File: config.mk
export PLATFORM = sky130hd
export DESIGN_NAME = sprite_compositor
export DESIGN_NICKNAME = d
export VERILOG_FILES = /design/src/rtl/sprite_compositor.sv
export SDC_FILE = /design/constraint.sdc
export NUM_CORES = 2
export LEC_CHECK = 0
export CAP_MARGIN = 20
export CORE_MARGIN = 2
export CORE_UTILIZATION = 40
export DETAILED_ROUTE_END_ITERATION = 8
export SLEW_MARGIN = 0
export SYNTH_ARGS = -nofsm -noshare
export SYNTH_HDL_FRONTEND = slang
export SYNTH_SLANG_ARGS = --single-unit
File: constraint.sdc
create_clock -name clk -period 2.4 [get_ports clk]
set_input_delay 0.48 -clock clk [delete_from_list [all_inputs] [get_ports clk]]
set_output_delay 0.48 -clock clk [all_outputs]
set_load 0.01 [all_outputs]
File: src/rtl/sprite_compositor.sv
// Sprite compositor: layers wall, snake head, body segments and apple
// sprites over a grass background with a white border, for each VGA pixel.
//
// Ports:
//   clk, rst            pixel clock, asynchronous active-high reset
//   pix_valid           curr_x/curr_y carry a pixel this cycle
//   curr_x, curr_y      pixel coordinate
//   frame_start         one-cycle pulse per frame; advances mode FSM
//   snakepos_x/_y       packed segment positions, segment 0 = head
//   length              live segment count (clamped to NUM_SEG)
//   applepos_x/_y       apple top-left
//   wallpos_x/_y        wall top-left
//   lose, win           game status, sampled on frame_start
//   spr_addr            {layer, offset} to the shared sprite ROM
//   spr_pixel           sprite ROM data, ROM_LAT cycles after spr_addr
//   grass_addr          grass ROM address
//   grass_pixel         grass ROM data, ROM_LAT cycles after grass_addr
//   draw_r/g/b          output colour
//   draw_valid          draw_* carry the pixel presented ROM_LAT+2 cycles earlier
module sprite_compositor #(
    parameter int          NUM_SEG    = 23,
    parameter int          COORD_W    = 11,
    parameter int          BLK        = 32,
    parameter int          ROM_LAT    = 1,
    parameter int          SCREEN_W   = 1440,
    parameter int          SCREEN_H   = 900,
    parameter int          BORDER     = 16,
    parameter logic [11:0] KEY        = 12'h000,
    parameter int          BLINK_LOG2 = 4,
    localparam int LEN_W = $clog2(NUM_SEG + 1),
    localparam int LB    = $clog2(BLK),
    localparam int SA_W  = 2 + 2 * LB,
    localparam int GA_W  = $clog2(SCREEN_W * SCREEN_H)
) (
    input  logic                       clk,
    input  logic                       rst,
    input  logic                       pix_valid,
    input  logic [COORD_W-1:0]         curr_x,
    input  logic [COORD_W-1:0]         curr_y,
    input  logic                       frame_start,
    input  logic [NUM_SEG*COORD_W-1:0] snakepos_x,
    input  logic [NUM_SEG*COORD_W-1:0] snakepos_y,
    input  logic [LEN_W-1:0]           length,
    input  logic [COORD_W-1:0]         applepos_x,
    input  logic [COORD_W-1:0]         applepos_y,
    input  logic [COORD_W-1:0]         wallpos_x,
    input  logic [COORD_W-1:0]         wallpos_y,
    input  logic                       lose,
    input  logic                       win,
    output logic [SA_W-1:0]            spr_addr,
    input  logic [11:0]                spr_pixel,
    output logic [GA_W-1:0]            grass_addr,
    input  logic [11:0]                grass_pixel,
    output logic [3:0]                 draw_r,
    output logic [3:0]                 draw_g,
    output logic [3:0]                 draw_b,
    output logic                       draw_valid
);

    localparam logic [COORD_W:0] C_BLK  = (COORD_W+1)'(BLK);
    localparam logic [COORD_W:0] C_BRD  = (COORD_W+1)'(BORDER);
    localparam logic [COORD_W:0] C_SW   = (COORD_W+1)'(SCREEN_W);
    localparam logic [COORD_W:0] C_SH   = (COORD_W+1)'(SCREEN_H);
    localparam logic [COORD_W:0] C_SWB  = (COORD_W+1)'(SCREEN_W - BORDER);
    localparam logic [COORD_W:0] C_SHB  = (COORD_W+1)'(SCREEN_H - BORDER);
    localparam logic [LEN_W-1:0] C_NSEG = LEN_W'(NUM_SEG);

    typedef enum logic [1:0] {
        M_PLAY = 2'd0,
        M_WIN  = 2'd1,
        M_LOSE = 2'd2
    } mode_t;

    typedef struct packed {
        logic  valid;
        logic  hit;
        logic  border;
        logic  off;
        mode_t mode;
        logic  blink;
    } pkt_t;

    // One extra bit keeps pos+BLK from wrapping at the top of the range.
    function automatic logic f_hit(
        input logic [COORD_W-1:0] x,
        input logic [COORD_W-1:0] y,
        input logic [COORD_W-1:0] px,
        input logic [COORD_W-1:0] py
    );
        logic [COORD_W:0] ex;
        logic [COORD_W:0] ey;
        ex = {1'b0, px} + C_BLK;
        ey = {1'b0, py} + C_BLK;
        return (x >= px) && ({1'b0, x} < ex) &&
               (y >= py) && ({1'b0, y} < ey);
    endfunction

    mode_t                r_mode;
    mode_t                w_mode_nxt;
    logic [COORD_W-1:0]   r_frame_cnt;
    logic [COORD_W-1:0]   w_cnt_nxt;

    logic [LEN_W-1:0]     w_len;
    logic                 w_hit;
    logic [1:0]           w_layer;
    logic [COORD_W-1:0]   w_px;
    logic [COORD_W-1:0]   w_py;
    logic [LB-1:0]        w_dx;
    logic [LB-1:0]        w_dy;
    logic [GA_W-1:0]      w_gaddr;
    logic                 w_border;
    logic                 w_off;

    pkt_t                 r_s0;
    pkt_t                 r_dl [ROM_LAT];
    pkt_t                 w_fin;
    logic [SA_W-1:0]      r_saddr;
    logic [GA_W-1:0]      r_gaddr;
    logic [11:0]          w_col;
    logic [11:0]          r_col;
    logic                 r_draw_valid;

    // Mode FSM and frame counter
    always_ff @(posedge clk or posedge rst) begin
        if (rst) begin
            r_mode      <= M_PLAY;
            r_frame_cnt <= '0;
        end else begin
            r_mode      <= w_mode_nxt;
            r_frame_cnt <= w_cnt_nxt;
        end
    end

    always_comb begin
        w_mode_nxt = r_mode;
        w_cnt_nxt  = r_frame_cnt;
        if (frame_start) begin
            if (lose)
                w_mode_nxt = M_LOSE;
            else if (win)
                w_mode_nxt = M_WIN;
            else
                w_mode_nxt = M_PLAY;
            // Blink phase restarts on entry so the lose screen opens on grass.
            if (lose && r_mode != M_LOSE)
                w_cnt_nxt = '0;
            else
                w_cnt_nxt = r_frame_cnt + 1'b1;
        end
    end

    // Layer selection
    assign w_len = (length > C_NSEG) ? C_NSEG : length;

    always_comb begin
        w_hit   = 1'b0;
        w_layer = 2'd0;
        w_px    = wallpos_x;
        w_py    = wallpos_y;
        if (f_hit(curr_x, curr_y, wallpos_x, wallpos_y)) begin
            w_hit = 1'b1;
        end else if (w_len != '0 &&
                     f_hit(curr_x, curr_y, snakepos_x[0 +: COORD_W],
                           snakepos_y[0 +: COORD_W])) begin
            w_hit   = 1'b1;
            w_layer = 2'd1;
            w_px    = snakepos_x[0 +: COORD_W];
            w_py    = snakepos_y[0 +: COORD_W];
        end else begin
            // Descending scan: the lowest matching index is assigned last.
            for (int i = NUM_SEG - 1; i >= 1; i--) begin
                if (LEN_W'(i) < w_len &&
                    f_hit(curr_x, curr_y, snakepos_x[i*COORD_W +: COORD_W],
                          snakepos_y[i*COORD_W +: COORD_W])) begin
                    w_hit   = 1'b1;
                    w_layer = 2'd2;
                    w_px    = snakepos_x[i*COORD_W +: COORD_W];
                    w_py    = snakepos_y[i*COORD_W +: COORD_W];
                end
            end
            if (!w_hit && f_hit(curr_x, curr_y, applepos_x, applepos_y)) begin
                w_hit   = 1'b1;
                w_layer = 2'd3;
                w_px    = applepos_x;
                w_py    = applepos_y;
            end
        end
    end

    // Offsets are below BLK inside a hit, so (dy*BLK + dx) is a bit concat.
    assign w_dx    = curr_x[LB-1:0] - w_px[LB-1:0];
    assign w_dy    = curr_y[LB-1:0] - w_py[LB-1:0];
    assign w_gaddr = GA_W'(curr_x) + GA_W'(curr_y) * GA_W'(SCREEN_W);

    assign w_off    = ({1'b0, curr_x} >= C_SW) || ({1'b0, curr_y} >= C_SH);
    assign w_border = ({1'b0, curr_x} <  C_BRD) || ({1'b0, curr_x} >= C_SWB) ||
                      ({1'b0, curr_y} <  C_BRD) || ({1'b0, curr_y} >= C_SHB);

    // Stage 0
    always_ff @(posedge clk or posedge rst) begin
        if (rst) begin
            r_s0    <= '0;
            r_saddr <= '0;
            r_gaddr <= '0;
        end else begin
            r_s0.valid <= pix_valid;
            if (pix_valid) begin
                r_s0.hit    <= w_hit;
                r_s0.border <= w_border;
                r_s0.off    <= w_off;
                r_s0.mode   <= r_mode;
                r_s0.blink  <= r_frame_cnt[BLINK_LOG2];
                r_gaddr     <= w_gaddr;
                if (w_hit)
                    r_saddr <= {w_layer, w_dy, w_dx};
            end
        end
    end

    assign spr_addr   = r_saddr;
    assign grass_addr = r_gaddr;

    // Delay line matched to ROM latency
    always_ff @(posedge clk or posedge rst) begin
        if (rst) begin
            for (int i = 0; i < ROM_LAT; i++)
                r_dl[i] <= '0;
        end else begin
            r_dl[0] <= r_s0;
            for (int i = 1; i < ROM_LAT; i++)
                r_dl[i] <= r_dl[i-1];
        end
    end

    assign w_fin = r_dl[ROM_LAT-1];

    // Final colour select
    always_comb begin
        w_col = grass_pixel;
        if (w_fin.off)
            w_col = 12'h000;
        else if (w_fin.mode == M_WIN)
            w_col = 12'h0F0;
        else if (w_fin.mode == M_LOSE)
            w_col = w_fin.blink ? 12'hF00 : grass_pixel;
        else if (w_fin.border)
            w_col = 12'hFFF;
        else if (w_fin.hit && spr_pixel != KEY)
            w_col = spr_pixel;
    end

    always_ff @(posedge clk or posedge rst) begin
        if (rst) begin
            r_draw_valid <= 1'b0;
            r_col        <= '0;
        end else begin
            r_draw_valid <= w_fin.valid;
            if (w_fin.valid)
                r_col <= w_col;
        end
    end

    assign draw_valid = r_draw_valid;
    assign draw_r     = r_col[11:8];
    assign draw_g     = r_col[7:4];
    assign draw_b     = r_col[3:0];

endmodule

==> impl_metrics.csv <==
group,metric,value,unit
synthesis,ys_ff_latch,67,
power,power.share.switching,0.4447,
grt,gr-total-overflow,0,
power,pwr-share-clk,0.072,
synthesis,yosys.area.top_type,"ha_1",
synthesis,synth-simple-area-share,0.1628,
placement,pre_cts_slack,-3908,ps
worst_setup_path,crit_slowest_cell,"clkdlybuf4s50_1",
clock_tree,clock_latency,340,ps
worst_setup_path,worstSetupStartpointType,"input port",
clock_tree,h-tree-depth,3,
min_path,hp-class,"register to register",
synthesis,seq_area_frac_synth,0.05192,
timing,skew,8.190,ps
grt,antenna_found_initial,29,
cells_and_area,design_area,55870,sq um
timing,setup_viol,25,
floorplan,die_area,83020,sq um
min_path,hold_depth,0,
synthesis,synth_top_family_by_area,"adder cells",
timing,min_period,5251,ps
clock_tree,cts_tree,"built",
drt,wl_per_cell,23.38,microns
drt,viasPerCell,5.701,
synthesis,yosys_warnings,0,
synthesis,synthAdderAreaFrac,0.3775,
drt,firstDrtPassIters,6,
worst_setup_path,arrival,5480,ps
clock_tree,clk_path_buf_depth,2,
power,leakage,28.39,nW
drt,drt_iter0_drc,3181,
cells_and_area,final_core_util,0.6958,
power,ir_drop,0.4495,mV
worst_setup_path,path_max_fanout,4,
power,comb_power_share,0.839,
clock_tree,clock_sinks,67,
timing,drv_slew,0,
cells_and_area,layout-drive-gt1-share,0.3514,
clock_tree,clk_pin_slew,60,ps
grt,grt_pass1_vias,41782,
status,status,"finished, violations left",
worst_setup_path,r2r_start,"r_dl[2]",
synthesis,ys.flop_type,"dfrtp_1",
synthesis,avgSynthCellArea,7.691,sq um
synthesis,synth-async-reset-ratio,1.000,
timing,finalHoldViolations,0,
synthesis,synth-compound-area-share,0.2469,
worst_setup_path,critical-path-max-stage-delay,530,ps
grt,grt_usage,0.3945,
power,total_power,18.81,mW
power,p_switching,8.362,mW
worst_setup_path,r2r_end,"r_col[4]",
min_path,hold_end,"r_dl[6]",
cells_and_area,n_fill_cell,6740,
cells_and_area,syn2layout_area_growth,72.99,%
timing,tightest_slew,595.3,ps
timing,rsz0062_at_grt,"yes",
floorplan,rows,104,
clock_tree,root_buffer,"clkbuf_16",
worst_setup_path,ff2ff_setup_slack,720,ps
power,cell_internal_pwr,10.44,mW
worst_setup_path,worst-setup-path-type,"input port to register",
synthesis,synth_fp_nets,5769,
placement,io_buffers,652,
synthesis,synth.top_cells.by_count,"ha_1 (944), inv_1 (669), a21oi_1 (258), nand3_1 (237), xnor2_1 (219)",
min_path,hold_start,"r_s0[6]",
synthesis,synth_top_area_frac,0.3657,
job,cap_violations,0,
grt,grt_max_degree,68,
floorplan,initial_utilization,0.4022,
status,failed_checks,"negative setup slack",
timing,clock.fmax,0.1904,GHz
placement,post_dp_cell_area,51090,sq um
power,pwr_density_cell,336.6,nW/um^2
placement,routabilityCongestion,1.060,
synthesis,syn_area,32290,sq um
timing,min_period_over_period,2.188,
clock_tree,hold_buffers,0,
synthesis,synth_cells,4199,
floorplan,core_area,80290,sq um
drt,drc,0,
synthesis,synthMuxAreaShare,0.01217,
drt,wl,172.2,mm
power,p_seq_frac,0.089,
floorplan,die_x,288.1,microns
synthesis,ys_types,105,
clock_tree,cts_buffers,9,
floorplan,io_pins,653,
worst_setup_path,reg2reg_depth,5,
placement,dp_hpwl,144.6,mm
grt,grt_first_pass_wirelength,248.1,mm
timing,timing.final.ws_setup,-2851,ps
synthesis,ys_top_cells_by_area,"ha_1 (37%), inv_1 (7.8%), xnor2_1 (5.9%), dfrtp_1 (5.2%), a21oi_1 (4.0%)",
synthesis,synth-edff-count,0,
synthesis,synthXorXnorAreaFrac,0.06416,
cells_and_area,nNetsFinal,7845,
worst_setup_path,cp-end-kind,"register",
worst_setup_path,worstPathRequired,2630,ps
timing,slew_headroom,0.5989,
drt,via_count,41982,
drt,ant_nets,0,
floorplan,die_y,288.1,microns
synthesis,synth_most_common_cell,"ha_1",
-- power groups by stage --
stage | clock, mW | sequential [mW] | combinational, mW
floorplan | 0 | 1.74 | 6.10
detailed placement | 0 | 1.68 | 13.3
global placement | 0 | 1.67 | 13.1
global route | 1.43 | 1.70 | 16.9
CTS | 1.38 | 1.67 | 14.5
finish | 1.36 | 1.68 | 15.8
-- layout make-up --
cell class,instances,area [sq um],area share
Clock buffer,9,225.2,0.004031
Clock inverter,7,75.07,0.001344
Antenna cell,24,60.06,0.001075
Sequential cell,67,1677,0.03001
Tap cell,1060,1326,0.02374
Inverter,670,2526,0.04522
Multi-Input combinational cell,3413,31560,0.5648
Timing Repair Buffer,2114,18420,0.3298
-- critical path, delay by kind of cell --
kind / cells / cell delay (ps)
AOI/OAI and AO/OA: 10 / 1870
xor gates and xnor gates: 1 / 190
adders and majority gates: 3 / 880
buffers and inverters: 6 / 1140
and+or+nand+nor: 6 / 900
-- cell usage in the layout, fill, tap and decap left out, types with 60 or more instances in the layout --
| cell | Yosys | final |
|---|---|---|
| a21o_1 | 82 | 82 |
| a21oi_1 | 258 | 196 |
| a21oi_2 | 1 | 62 |
| buf_12 | 0 | 64 |
| buf_4 | 2 | 1332 |
| buf_6 | 1 | 74 |
| clkdlybuf4s50_1 | 0 | 332 |
| dfrtp_1 | 67 | 67 |
| dlygate4sd2_1 | 0 | 146 |
| dlymetal6s2s_1 | 0 | 67 |
| ha_1 | 944 | 843 |
| inv_1 | 669 | 612 |
| nand2_1 | 166 | 159 |
| nand3_1 | 237 | 197 |
| nand4_1 | 67 | 67 |
| nor2_1 | 185 | 164 |
| nor3_1 | 114 | 72 |
| o211ai_1 | 68 | 68 |
| o21a_1 | 72 | 72 |
| o21ai_0 | 174 | 122 |
| o21ai_1 | 26 | 60 |
| xnor2_1 | 219 | 182 |
-- worst max-delay path by stage --
| stage | endpoint | slack, ps | start |
|---|---|---|---|
| after detailed placement | spr_addr[9] | -3910 | snakepos_y[228] |
| after global placement | spr_addr[9] | -3850 | snakepos_y[225] |
| final | spr_addr[9] | -2850 | snakepos_y[234] |
| after floorplan | spr_addr[9] | -2350 | curr_y[0] |
| after global routing | spr_addr[9] | -2980 | snakepos_y[193] |
| after CTS | spr_addr[7] | -2740 | snakepos_y[237] |
-- routing by layer --
| metal | track usage | part of all wire | up-vias |
|---|---|---|---|
| li1 | - | - | 19738 |
| met1 | 0.4902 | 0.40 | 19957 |
| met2 | 0.6523 | 0.45 | 1766 |
| met3 | 0.06754 | 0.084 | 507 |
| met4 | 0.2075 | 0.067 | 14 |
| met5 | 0 | 0.00050 | - |
-- registers in the layout, indices dropped and copies added (netlist names) --
name         cells
draw_valid       1
grass_addr      21
r_col           12
r_dl             7
r_frame_cnt      5
r_mode           2
r_s0             7
spr_addr        12
-- per-stage QoR --
stage / TNS [ps] / hold WS, ps / std cells
after CTS: -39190 / 355.3 / 7303
after global routing: -43820 / 367.5 / 7354
final: -41700 / 357.6 / 7364
after global placement: -60390 / 335.9 / 7192
after floorplan: -29190 / 331.2 / 4199
after detailed placement: -61790 / 341.0 / 7192
-- cell families after synthesis --
| logic type | after synthesis |
|---|---|
| muxes | 37 |
| and+or+nand+nor | 1024 |
| adders and majority gates | 963 |
| AOI/OAI and AO/OA | 1154 |
| DFF | 67 |
| buffers and inverters | 719 |
| xor gates and xnor gates | 235 |
-- repair_timing --
action	4_1_cts	5_1_grt
setup buffers	101	42
pin swaps	316	293
gates resized for setup	811	450
gates cloned	3	1
endpoints found under the setup margin	26	26
No activity file was read; power rests on OpenSTA's default activity.
